### config.mk
export PLATFORM = sky130hd
export DESIGN_NAME = game_round_ctrl
export DESIGN_NICKNAME = d
export VERILOG_FILES = /design/src/rtl/game_round_ctrl.sv
export SDC_FILE = /design/constraint.sdc
export NUM_CORES = 1
export LEC_CHECK = 0
export CAP_MARGIN = 40
export CORE_MARGIN = 5
export CORE_UTILIZATION = 42
export CTS_BUF_LIST = sky130_fd_sc_hd__clkbuf_16
export DETAILED_ROUTE_END_ITERATION = 12
export GPL_ROUTABILITY_DRIVEN = 0
export GPL_TIMING_DRIVEN = 0
export PLACE_DENSITY = 0.75
export SYNTH_ARGS = -nofsm -noshare
export SYNTH_HDL_FRONTEND = slang
export SYNTH_SLANG_ARGS = --single-unit
### constraint.sdc
create_clock -name frame_clk -period 1.6 [get_ports frame_clk]
set_input_delay 0.32 -clock frame_clk [delete_from_list [all_inputs] [get_ports frame_clk]]
set_output_delay 0.32 -clock frame_clk [all_outputs]
set_load 0.03 [all_outputs]
### src/rtl/game_round_ctrl.sv
// ---------------------------------------------------------------------------
// game_round_ctrl
// Round sequencer for the falling-entity catch game. Decodes keyboard
// actions (START / PAUSE / ABORT) on key-change edges, tracks lives, the
// monotonic fall-speed level and the post-miss freeze, and emits a one-frame
// entity_reset pulse whenever a game starts or is abandoned.
//
// Ports
//   frame_clk       in   1  frame-rate clock, rising edge active
//   Reset           in   1  asynchronous, active-high reset
//   i_key           in   8  keyboard keycode, 0x00 when idle
//   i_score         in   8  current score from the entity table
//   i_miss          in   1  one-frame pulse: entity reached bottom uncaught
//   o_round_state   out  3  IDLE=0 PLAY=1 PAUSE=2 MISS=3 OVER=4
//   o_lives         out  2  lives remaining
//   o_lvl           out 10  fall step per frame (1..3)
//   o_run           out  1  high only in PLAY
//   o_entity_reset  out  1  one-frame pulse that clears the entity table
//   o_hiscore       out  8  best score (0 unless hiscore tracking is built)
//
// Build option
//   GAME_ROUND_HISCORE_EN : when defined, o_hiscore captures the score on
//   every entry to OVER if it beats the stored best; cleared only by Reset.
//   When undefined, o_hiscore is tied to zero and no register exists.
// ---------------------------------------------------------------------------
module game_round_ctrl #(
  parameter int START_LIVES = 3,
  parameter int LVL2_SCORE  = 10,
  parameter int LVL3_SCORE  = 20,
  parameter int MISS_HOLD   = 60
) (
  input  logic       frame_clk,
  input  logic       Reset,
  input  logic [7:0] i_key,
  input  logic [7:0] i_score,
  input  logic       i_miss,
  output logic [2:0] o_round_state,
  output logic [1:0] o_lives,
  output logic [9:0] o_lvl,
  output logic       o_run,
  output logic       o_entity_reset,
  output logic [7:0] o_hiscore
);

  localparam logic [7:0] KEY_START  = 8'h28;
  localparam logic [7:0] KEY_PAUSE  = 8'h13;
  localparam logic [7:0] KEY_ABORT  = 8'h29;
  localparam logic [1:0] LIVES_INIT = START_LIVES[1:0];
  localparam logic [7:0] HOLD_INIT  = MISS_HOLD[7:0];

  typedef enum logic [2:0] {
    S_IDLE  = 3'd0,
    S_PLAY  = 3'd1,
    S_PAUSE = 3'd2,
    S_MISS  = 3'd3,
    S_OVER  = 3'd4
  } state_t;

  state_t     r_state;
  state_t     w_nextState;
  logic [1:0] r_lives;
  logic [1:0] w_nextLives;
  logic [9:0] r_lvl;
  logic [9:0] w_nextLvl;
  logic [9:0] w_scoreLvl;
  logic [7:0] r_hold;
  logic [7:0] w_nextHold;
  logic [7:0] r_prevKey;
  logic [7:0] w_keyAction;
  logic       r_run;
  logic       r_entityReset;
  logic       w_clearReq;

  // A key acts only in the frame it differs from last frame's code, so a
  // held key yields 0x00 here after its first frame and matches no action.
  assign w_keyAction = (i_key != r_prevKey) ? i_key : 8'h00;

  // Level implied by the current score alone; the FSM keeps the running max.
  always_comb begin
    w_scoreLvl = 10'd1;
    if (int'(i_score) >= LVL3_SCORE) begin
      w_scoreLvl = 10'd3;
    end else if (int'(i_score) >= LVL2_SCORE) begin
      w_scoreLvl = 10'd2;
    end
  end

  // Next-state logic. A miss in PLAY takes priority over any key action in
  // the same frame, so the PAUSE/ABORT edge is simply discarded.
  always_comb begin
    w_nextState = r_state;
    w_nextLives = r_lives;
    w_nextLvl   = r_lvl;
    w_nextHold  = r_hold;
    w_clearReq  = 1'b0;
    case (r_state)
      S_IDLE: begin
        if (w_keyAction == KEY_START) begin
          w_nextState = S_PLAY;
          w_nextLives = LIVES_INIT;
          w_nextLvl   = 10'd1;
          w_clearReq  = 1'b1;
        end
      end
      S_PLAY: begin
        if (w_scoreLvl > r_lvl) begin
          w_nextLvl = w_scoreLvl;
        end
        if (i_miss) begin
          if (r_lives > 2'd1) begin
            w_nextLives = r_lives - 2'd1;
            w_nextHold  = HOLD_INIT;
            w_nextState = S_MISS;
          end else begin
            w_nextLives = 2'd0;
            w_nextState = S_OVER;
          end
        end else if (w_keyAction == KEY_ABORT) begin
          w_nextState = S_IDLE;
          w_clearReq  = 1'b1;
        end else if (w_keyAction == KEY_PAUSE) begin
          w_nextState = S_PAUSE;
        end
      end
      S_PAUSE: begin
        if (w_keyAction == KEY_ABORT) begin
          w_nextState = S_IDLE;
          w_clearReq  = 1'b1;
        end else if (w_keyAction == KEY_PAUSE) begin
          w_nextState = S_PLAY;
        end
      end
      S_MISS: begin
        // The <= also covers a zero count, so the freeze can never stick.
        if (r_hold <= 8'd1) begin
          w_nextHold  = 8'd0;
          w_nextState = S_PLAY;
        end else begin
          w_nextHold = r_hold - 8'd1;
        end
      end
      S_OVER: begin
        if (w_keyAction == KEY_START) begin
          w_nextState = S_IDLE;
          w_clearReq  = 1'b1;
        end
      end
      default: begin
        w_nextState = S_IDLE;
      end
    endcase
  end

  // State register. run is derived from the next state so it moves in the
  // same frame as round_state; entity_reset is suppressed if it was high
  // last frame (START immediately followed by ABORT).
  always_ff @(posedge frame_clk or posedge Reset) begin
    if (Reset) begin
      r_state       <= S_IDLE;
      r_lives       <= 2'd0;
      r_lvl         <= 10'd1;
      r_hold        <= 8'd0;
      r_prevKey     <= 8'h00;
      r_run         <= 1'b0;
      r_entityReset <= 1'b0;
    end else begin
      r_state       <= w_nextState;
      r_lives       <= w_nextLives;
      r_lvl         <= w_nextLvl;
      r_hold        <= w_nextHold;
      r_prevKey     <= i_key;
      r_run         <= (w_nextState == S_PLAY);
      r_entityReset <= w_clearReq & ~r_entityReset;
    end
  end

`ifdef GAME_ROUND_HISCORE_EN
  logic [7:0] r_hiscore;

  // Best score is sampled on the PLAY->OVER transition only.
  always_ff @(posedge frame_clk or posedge Reset) begin
    if (Reset) begin
      r_hiscore <= 8'd0;
    end else if ((r_state == S_PLAY) && (w_nextState == S_OVER) &&
                 (i_score > r_hiscore)) begin
      r_hiscore <= i_score;
    end
  end

  assign o_hiscore = r_hiscore;
`else
  assign o_hiscore = 8'h00;
`endif

  assign o_round_state  = r_state;
  assign o_lives        = r_lives;
  assign o_lvl          = r_lvl;
  assign o_run          = r_run;
  assign o_entity_reset = r_entityReset;

endmodule
==> flow_summary_export.csv, run 1 <==
group,metric,value,unit
logic_synthesis,synth_cells,155,
job,max_cap_violations,0,
pwr,fin_total_pwr,2.34,mW
worst_setup_path,start_kind,"register",
hold_path,hp-class,"input port to asynchronous set/reset pin",
status,violations,"setup timing",
die,die-area,0.00486,mm²
pwr,peakVddDrop,0.555,mV
logic_synthesis,synth_top_cell_area_share,40.1,%
routing,dr.pass1.iters,4,
worst_setup_path,crit_chain,"or3_4 -> o41ai_4 -> o311ai_1 -> or2_1",
die,core_area,0.00339,mm²
routing,wirelength,3690,µm
die,num_rows,21,
status,status,"complete, but fails checks",
worst_setup_path,cp.buffers_inverters,0,
clock_network,clock_sinks,25,
sta,finalHoldViolCount,0,
grt,grt_pass1_vias,1316,
logic_synthesis,yosysMostFrequentCell,"dfrtp_1",
sta,rsz0062_at_grt,"yes",
worst_setup_path,crit_type,"register to register",
cells_and_area,multiInputGateArea,947,µm²
worst_setup_path,cpMaxStageDelayCell,"dfrtp_1",
logic_synthesis,ys_types,50,
sta,setup_viol,14,
sta,fin_crit,1.78,ns
worst_setup_path,slowest_delay,0.42,ns
clock_network,insertion_delay,0.26,ns
worst_setup_path,arrival,1.92,ns
clock_network,cts_htree_levels,1,
grt,track_usage,14.9,%
clock_network,cts.path.max_buffers,2,
routing,vias,1308,
pwr,p_per_area,1050,mW/mm²
routing,avgRoutedWirePerCell,14.1,µm
logic_synthesis,yosysTopAreaCell,"dfrtp_1",
sta,fin_crit_sh,111,%
routing,drc,0,
cells_and_area,area_growth_syn_to_layout,48.7,%
grt,grt_pass1_wl,5960,µm
placement,place_ws,-0.815,ns
die,start_util,44.2,%
cells_and_area,seq_area,632,µm²
routing,postRouteAntennaNets,0,
clock_network,cts_root_buf,"clkbuf_16",
logic_synthesis,synthTopCellsByArea,"dfrtp_1 (40%), buf_4 (8.0%), xor2_1 (4.7%), nand2_1 (3.8%), ha_1 (3.3%)",
logic_synthesis,synth_edf_count,0,
die,die_x,69.7,µm
grt,overflow,0,
worst_setup_path,end_kind,"register",
logic_synthesis,avgSynthCellArea,9.67,µm²
logic_synthesis,synthTopCellsByCount,"dfrtp_1 (24), buf_4 (16), nand2_1 (15), nor2_1 (10)",
logic_synthesis,syn-cell-area,0.00150,mm²
cells_and_area,antenna-diode-count,0,
die,pin_count,44,
worst_setup_path,cp_max_fo,5,
sta,worst_slack,-0.184,ns
clock_network,path_clk_slew,0.06,ns
sta,fin_skew,0.00255,ns
die,die_h,69.7,µm
routing,drt-initial-drc-count,57,
pwr,p_leak,1.03,nW
cells_and_area,finalNetCount,239,
sta,maxClockFrequency,561,MHz
placement,port_buffers,26,
sta,drv_slew,0,
cells_and_area,drive_gt1_share,34.9,%
logic_synthesis,synth_top_flop_cell,"dfrtp_1",
clock_network,cts_buffers,3,
worst_setup_path,critical-path-top-delay-family,"simple AND/OR/NAND/NOR gates",
logic_synthesis,ys.warnings.count,0,
clock_network,cts_tree,"done",
cells_and_area,fill_cells,284,
worst_setup_path,worstPathRequired,1.74,ns
grt,grt_max_degree,21,
routing,via_per_inst,5.01,
grt,antenna_found_initial,0,
logic_synthesis,async_flop_share,100,%
placement,dp_hpwl,2640,µm
logic_synthesis,yosys_register_bits,25,
logic_synthesis,synth-seq-area-share,41.8,%
[per-layer routing]
layer | part of all wire [%] | vias to the layer above | global-route usage, %
met5 | 0 | - | 0
met4 | 0.73 | 0 | 4.47
met3 | 4.7 | 4 | 3.62
met2 | 52 | 32 | 26.7
met1 | 42 | 631 | 17.4
li1 | - | 641 | -
[power breakdown]
part	switching (mW)	total (mW)	internal (mW)
sequential	0.181	0.967	0.786
clock	0.216	0.552	0.336
combinational	0.466	0.824	0.358
total	0.862	2.34	1.48
[timing repair]
item / in CTS / in global routing
pin swaps: 16 / 5
resized for setup: 61 / 4
endpoints found under the setup margin: 22 / 16
hold endpoints to repair: 0 / 0
hold buffers: 0 / 0
buffers inserted: 13 / 1
[registers in the layout, summed over array words and instances (netlist names)]
signal	flops
o_lvl	2
r_hold	8
o_run	1
o_entity_reset	1
r_prevKey	8
o_round_state	3
o_lives	2
[worst register-to-register path: stages (launching register included)]
cell      delay [ns]
dfrtp_1         0.42
or3_4           0.42
o41ai_4         0.36
o311ai_1        0.20
or2_1           0.27
[placed cells by master, fill, tap and decap left out, drive strengths merged, types with 6 or more instances in the layout]
master,instances
nand2,15
xor2,8
dfrtp,24
nor2,10
buf,36
o21ai,8
dlygate4sd2,16
conb,16
a21oi,6
inv,6
[cells by family after synthesis]
group | share of synthesized area [%]
xor+xnor | 5.26
mux | 0.668
simple gates | 22.0
buf+inv | 9.85
other cells | 0.250
fa+ha+maj | 3.34
flops | 41.8
compound gates | 16.8
[final timing paths]
| kind | from | to | slack [ns] | cells after the start |
|---|---|---|---|---|
| worst max-delay path | r_hold[2] | o_round_state[1] | -0.18 | 4 |
| max in group asynchronous | Reset | o_lvl[0] | 0.80 | 3 |
| worst min register to register | o_entity_reset | o_entity_reset | 0.45 | 1 |
| worst min-delay path | Reset | r_hold[7] | 0.32 | 2 |
| worst max register to register | r_hold[2] | o_round_state[1] | -0.18 | 4 |
| min in group frame_clk | i_key[1] | r_prevKey[1] | 0.38 | 1 |
[through the flow]
step	setup TNS [ns]	utilization, %	cells	hold WS (ns)	cell area, µm²
after detailed placement	-5.28	57.6	243	0.434	1950
after global placement	-4.36	56.8	242	0.439	1920
final	-1.10	65.8	261	0.319	2230
after CTS	-0.823	65.2	260	0.331	2210
after global routing	-1.96	65.8	261	0.345	2230
after floorplan	-0.0641	-	170	0.346	1610
[layout make-up]
type	count	share of cell area [%]
Multi-Input combinational cell	122	42.5
Sequential cell	25	28.3
Timing Repair Buffer	41	16.1
Buffer	17	5.89
Clock buffer	3	3.37
Tap cell	46	2.58
Inverter	6	1.01
Clock inverter	1	0.224
No activity file was read; power rests on OpenSTA's default activity.
==> run 2: changes to the inputs <==
==> constraint.sdc (replaced) <==
create_clock -name frame_clk -period 1.6 [get_ports frame_clk]
set_input_delay 0.16 -clock frame_clk [delete_from_list [all_inputs] [get_ports frame_clk]]
set_output_delay 0.16 -clock frame_clk [all_outputs]
set_load 0.03 [all_outputs]
==> run 2 against run 1 <==
The run still ends with setup timing left. Clock power about the same. Final cell count decreased by 1.9%. Non-clock buffer count decreased by 5. Sequential share of layout area decreased by 0.19 points. Worst setup slack got worse by 0.017 ns. Fmax decreased by 0.95%. Worst hold slack got worse by 0.20 ns. Clock-buffer cell count unchanged.
==> flow_summary_export.csv, run 2 (synthesis results as in run 1) <==
group,metric,value,unit
grt,grt_pass1_wl,6000,µm
sta,fin_crit_sh,113,%
sta,finalHoldViolCount,0,
cells_and_area,layoutNonFillerInstCount,256,
cells_and_area,layout_commonest_cell,"buf_4",
clock_network,cts_buffers,3,
worst_setup_path,arrival,1.94,ns
placement,place_ws,-0.604,ns
die,core_area,0.00339,mm²
clock_network,cts_root_buf,"clkbuf_16",
die,pin_count,44,
routing,via_per_inst,5.17,
status,status,"complete, but fails checks",
routing,postRouteAntennaNets,0,
grt,grt_max_degree,23,
worst_setup_path,start_kind,"register",
cells_and_area,layout_common_cells,"buf_4 (22), dfrtp_1 (20), conb_1 (16)",
die,die_x,69.7,µm
die,die-area,0.00486,mm²
routing,drc,0,
placement,dp_cells,243,
worst_setup_path,cp_max_fo,3,
grt,overflow,0,
cells_and_area,area_growth_syn_to_layout,49.7,%
sta,whs,0.117,ns
worst_setup_path,reg2reg_to,"r_hold[7]",
sta,drv_slew,0,
cells_and_area,drive_gt1_share,31.9,%
clock_network,path_clk_slew,0.06,ns
hold_path,hp-class,"input port to asynchronous set/reset pin",
die,start_util,44.2,%
worst_setup_path,crit_type,"register to register",
sta,fin_crit,1.80,ns
pwr,peakVddDrop,0.801,mV
worst_setup_path,rrSetupSlack,-0.20,ns
worst_setup_path,reg2reg_depth,6,
placement,dp_hpwl,2680,µm
routing,wirelength,3780,µm
placement,port_buffers,26,
status,violations,"setup timing",
sta,worst_slack,-0.201,ns
clock_network,cts_htree_levels,1,
sta,fin_skew,0.00434,ns
worst_setup_path,timing.rr.start,"r_hold[4]",
worst_setup_path,worstPathRequired,1.74,ns
clock_network,ctsHoldBuffers,0,
die,die_h,69.7,µm
cells_and_area,finalNetCount,234,
die,num_rows,21,
routing,vias,1324,
routing,drt-initial-drc-count,60,
worst_setup_path,end_kind,"register",
sta,setup_viol,15,
grt,antenna_found_initial,0,
cells_and_area,antenna-diode-count,0,
grt,grt_pass1_vias,1358,
routing,avgRoutedWirePerCell,14.8,µm
clock_network,clock_sinks,25,
sta,rsz0062_at_grt,"yes",
routing,dr.pass1.iters,4,
job,max_cap_violations,0,
clock_network,cts_tree,"done",
sta,maxClockFrequency,555,MHz
clock_network,cts.path.max_buffers,2,
grt,track_usage,14.9,%
clock_network,insertion_delay,0.26,ns
pwr,p_per_area,1080,mW/mm²
pwr,p_leak,1.02,nW
[run 2: cell count changes in the layout (fill, tap and decap cells not counted), moves of 3 or more]
cell,previous run,this run
dlygate4sd2_1,16,10
xor2_1,3,6
buf_4,29,22
dlymetal6s2s_1,1,4
clkdlybuf4s50_1,2,12
buf_2,4,0
xor2_2,5,2
clkdlybuf4s15_1,3,0
[run 2: per-stage QoR]
stage / TNS (ns) / instance area (µm²) / total power [mW] / util (%)
after detailed placement: -4.09 / 1940 / 1.77 / 57.3
after floorplan: -0.0387 / 1600 / 1.47 / -
final: -1.52 / 2240 / 2.42 / 66.2
after global placement: -2.92 / 1910 / 1.70 / 56.4
after CTS: -0.905 / 2140 / 2.36 / 63.3
after global routing: -2.37 / 2240 / 2.55 / 66.2
[run 2: layout make-up]
cell class	instances	area [µm²]
multi-input combinational	122	957
inverter	6	22.5
sequential	25	632
clock buffer	3	75.1
fill	262	1140
timing repair buffer	36	364
tap	46	57.6
clock inverter	1	5.00
buffer	17	131
[run 2: routing by layer]
layer	share of wire, %	global-route usage, %
met5	0	0
met3	4.6	3.19
met4	1.9	5.32
met1	40	17.3
met2	54	26.7
[run 2: worst max-delay path by stage]
stage                                start   endpoint  slack (ns)  depth (start not counted)
after global routing          r_prevKey[5]      o_run       -0.27                          5
after global placement            i_key[2]      o_run       -0.55                          6
after CTS                        r_hold[2]      o_run       -0.20                          4
final                            r_hold[4]  r_hold[7]       -0.20                          6
after detailed placement          i_key[2]      o_run       -0.60                          6
after floorplan           o_round_state[1]      o_run       -0.02                          6
[run 2: report_power, final]
group          internal (mW)  switching, mW  leakage, nW
Clock                  0.336          0.213       0.0409
Combinational          0.386          0.502        0.691
Sequential             0.786          0.197        0.292
[run 2: timing repair]
action                     4_1_cts  5_1_grt
pin swaps                       12        9
gates resized for setup         31       18
setup endpoints to repair       14       16
setup buffers                    7        2
[run 2: critical path: stages (launching register included)]
cell     delay, ns
dfrtp_1       0.40
or3_4         0.40
o41ai_4       0.43
buf_4         0.19
a21oi_1       0.04
o21ai_1       0.13
o31ai_1       0.09
==> run 3: changes to the inputs <==
--- a/config.mk
+++ b/config.mk
@@ -5,14 +5,13 @@
 export SDC_FILE = /design/constraint.sdc
 export NUM_CORES = 1
 export LEC_CHECK = 0
-export CAP_MARGIN = 40
 export CORE_MARGIN = 5
 export CORE_UTILIZATION = 42
 export CTS_BUF_LIST = sky130_fd_sc_hd__clkbuf_16
 export DETAILED_ROUTE_END_ITERATION = 12
 export GPL_ROUTABILITY_DRIVEN = 0
 export GPL_TIMING_DRIVEN = 0
-export PLACE_DENSITY = 0.75
+export PLACE_DENSITY = 0.87
 export SYNTH_ARGS = -nofsm -noshare
 export SYNTH_HDL_FRONTEND = slang
 export SYNTH_SLANG_ARGS = --single-unit
==> run 3 against run 2 <==
The run still ends with setup timing left. Clock-buffer cell count is the same. Total power grew 2.9%. Global-route usage grew 0.73 points. Core utilization grew 2.2 points. Via count shrank 0.60%. Final cell count grew 2.3%. Clock skew shrank 0.0031 ns. Worst setup slack lost 0.012 ns. First-iteration DRC count shrank 3.3%. Register-to-register slack is essentially flat. Critical endpoint is now o_round_state[1]. Largest cell class unchanged.
==> flow_summary_export.csv, run 3 (synthesis results as in run 1) <==
group,metric,value,unit
pwr,intPower,1.55,mW
clock_network,cts_tree,"done",
clock_network,cts_root_buf,"clkbuf_16",
sta,drv_slew,0,
worst_setup_path,arrival,1.96,ns
grt,grt_pass1_vias,1374,
worst_setup_path,crit_path_start,"i_key[5]",
sta,tightest_slew,0.949,ns
pwr,p_leak,1.05,nW
cells_and_area,drive_gt1_share,38.0,%
status,status,"complete, but fails checks",
cells_and_area,layout_commonest_cell,"buf_4",
grt,antenna_found_initial,0,
worst_setup_path,worstPathRequired,1.74,ns
pwr,switching_power,935,µW
routing,via_per_inst,5.02,
worst_setup_path,rrSetupSlack,-0.21,ns
cells_and_area,layout_common_cells,"buf_4 (30), dfrtp_1 (18), conb_1 (16)",
sta,rsz0062_at_grt,"yes",
clock_network,ctsHoldBuffers,0,
pwr,peakVddDrop,0.771,mV
grt,grt_max_degree,26,
clock_network,cts_htree_levels,1,
clock_network,cts_buffers,3,
worst_setup_path,end_kind,"register",
sta,fin_crit,1.81,ns
worst_setup_path,crit_type,"input port to register",
die,pin_count,44,
grt,overflow,0,
worst_setup_path,timing.rr.start,"r_prevKey[0]",
grt,grt_pass1_wl,6260,µm
sta,maxClockFrequency,552,MHz
die,die_h,69.7,µm
routing,dr.pass1.iters,4,
worst_setup_path,cpMaxStageDelayCell,"clkdlybuf4s50_1",
clock_network,clock_sinks,25,
pwr,pwr-share-seq,39.3,%
pwr,p_per_area,1070,mW/mm²
placement,dp_hpwl,2310,µm
cells_and_area,fin_util,68.4,%
cells_and_area,finalNetCount,240,
clock_network,insertion_delay,0.26,ns
pwr,power_frac_clock,22.4,%
routing,drc,0,
die,num_rows,21,
grt,track_usage,15.6,%
worst_setup_path,cp_max_fo,5,
die,die-area,0.00486,mm²
job,max_cap_violations,0,
worst_setup_path,crit_chain,"clkdlybuf4s50_1 -> xor2_2 -> nor4_4 -> a211oi_1 -> o221a_1 -> or2_1",
status,violations,"setup timing",
pwr,p_sw_share,37.6,%
worst_setup_path,start_kind,"input port",
worst_setup_path,slowest_delay,0.54,ns
routing,drt-initial-drc-count,58,
hold_path,hp-class,"input port to register",
die,die_x,69.7,µm
sta,fin_setup_tns,-1.04,ns
clock_network,path_clk_slew,0.06,ns
sta,finalHoldViolCount,0,
pwr,p_comb_share,38.3,%
sta,fin_crit_sh,113,%
die,core_area,0.00339,mm²
cells_and_area,area_growth_syn_to_layout,54.8,%
routing,vias,1316,
sta,fin_skew,0.00125,ns
routing,avgRoutedWirePerCell,14.5,µm
clock_network,cts.path.max_buffers,2,
sta,worst_slack,-0.213,ns
sta,relSlewSlack,36.6,%
die,start_util,44.2,%
hold_path,worstHoldStart,"i_key[3]",
cells_and_area,antenna-diode-count,0,
routing,postRouteAntennaNets,0,
placement,port_buffers,26,
cells_and_area,fin_area,0.00232,mm²
placement,postPlaceCellArea,0.00191,mm²
routing,wirelength,3790,µm
sta,setup_viol,12,
## run 3: routing by layer
metal	global-route usage (%)	wire, µm	vias to the layer above
met5	0	0	-
met4	7.23	115	0
met3	3.48	173	8
met2	28.2	2050	35
met1	17.2	1450	625
li1	-	-	648
## run 3: stage by stage
stage	hold WS, ns	total power [mW]	setup slack, ns	std cells
after CTS	0.305	2.34	-0.148	255
after global placement	0.433	1.70	-0.546	242
final	0.163	2.49	-0.213	262
after floorplan	0.186	1.47	-0.0182	170
after detailed placement	0.429	1.73	-0.565	242
after global routing	0.166	2.64	-0.279	262
## run 3: final cells by class
class,instances,area [µm²]
Fill cell,237,1070
Multi-Input combinational cell,122,1010
Inverter,6,25.0
Clock inverter,1,5.00
Sequential cell,25,634
Buffer,17,131
Tap cell,46,57.6
Clock buffer,3,75.1
Timing Repair Buffer,42,385
## run 3: path summary, 6_finish.rpt
kind,end,cells past startpoint
min in group asynchronous,r_prevKey[2],2
max in group asynchronous,o_round_state[2],2
worst max register to register,o_round_state[1],5
worst max-delay path,o_round_state[1],6
worst min-delay path,r_prevKey[3],1
worst min register to register,o_entity_reset,1
## run 3: what timing repair did
action / CTS / global route
setup endpoints to repair: 13 / 18
buffers inserted: 9 / 10
gates resized for setup: 34 / 29
pin swaps: 17 / 10
## run 3: critical path, delay by kind of cell
kind                      cells  cell delay (ns)
and+or+nand+nor               2             0.62
buffers and inverters         1             0.54
xor gates and xnor gates      1             0.22
AOI/OAI and AO/OA             2             0.41
## run 3: power by group through the flow
| stage | clock network (mW) | logic (mW) | registers (mW) |
|---|---|---|---|
| 2_1_floorplan | 0 | 0.442 | 1.03 |
| 3_3_place_gp | 0 | 0.750 | 0.954 |
| 3_5_place_dp | 0 | 0.774 | 0.954 |
| 4_1_cts | 0.568 | 0.836 | 0.941 |
| 5_1_grt | 0.596 | 1.04 | 1.00 |
| 6_report | 0.557 | 0.954 | 0.979 |
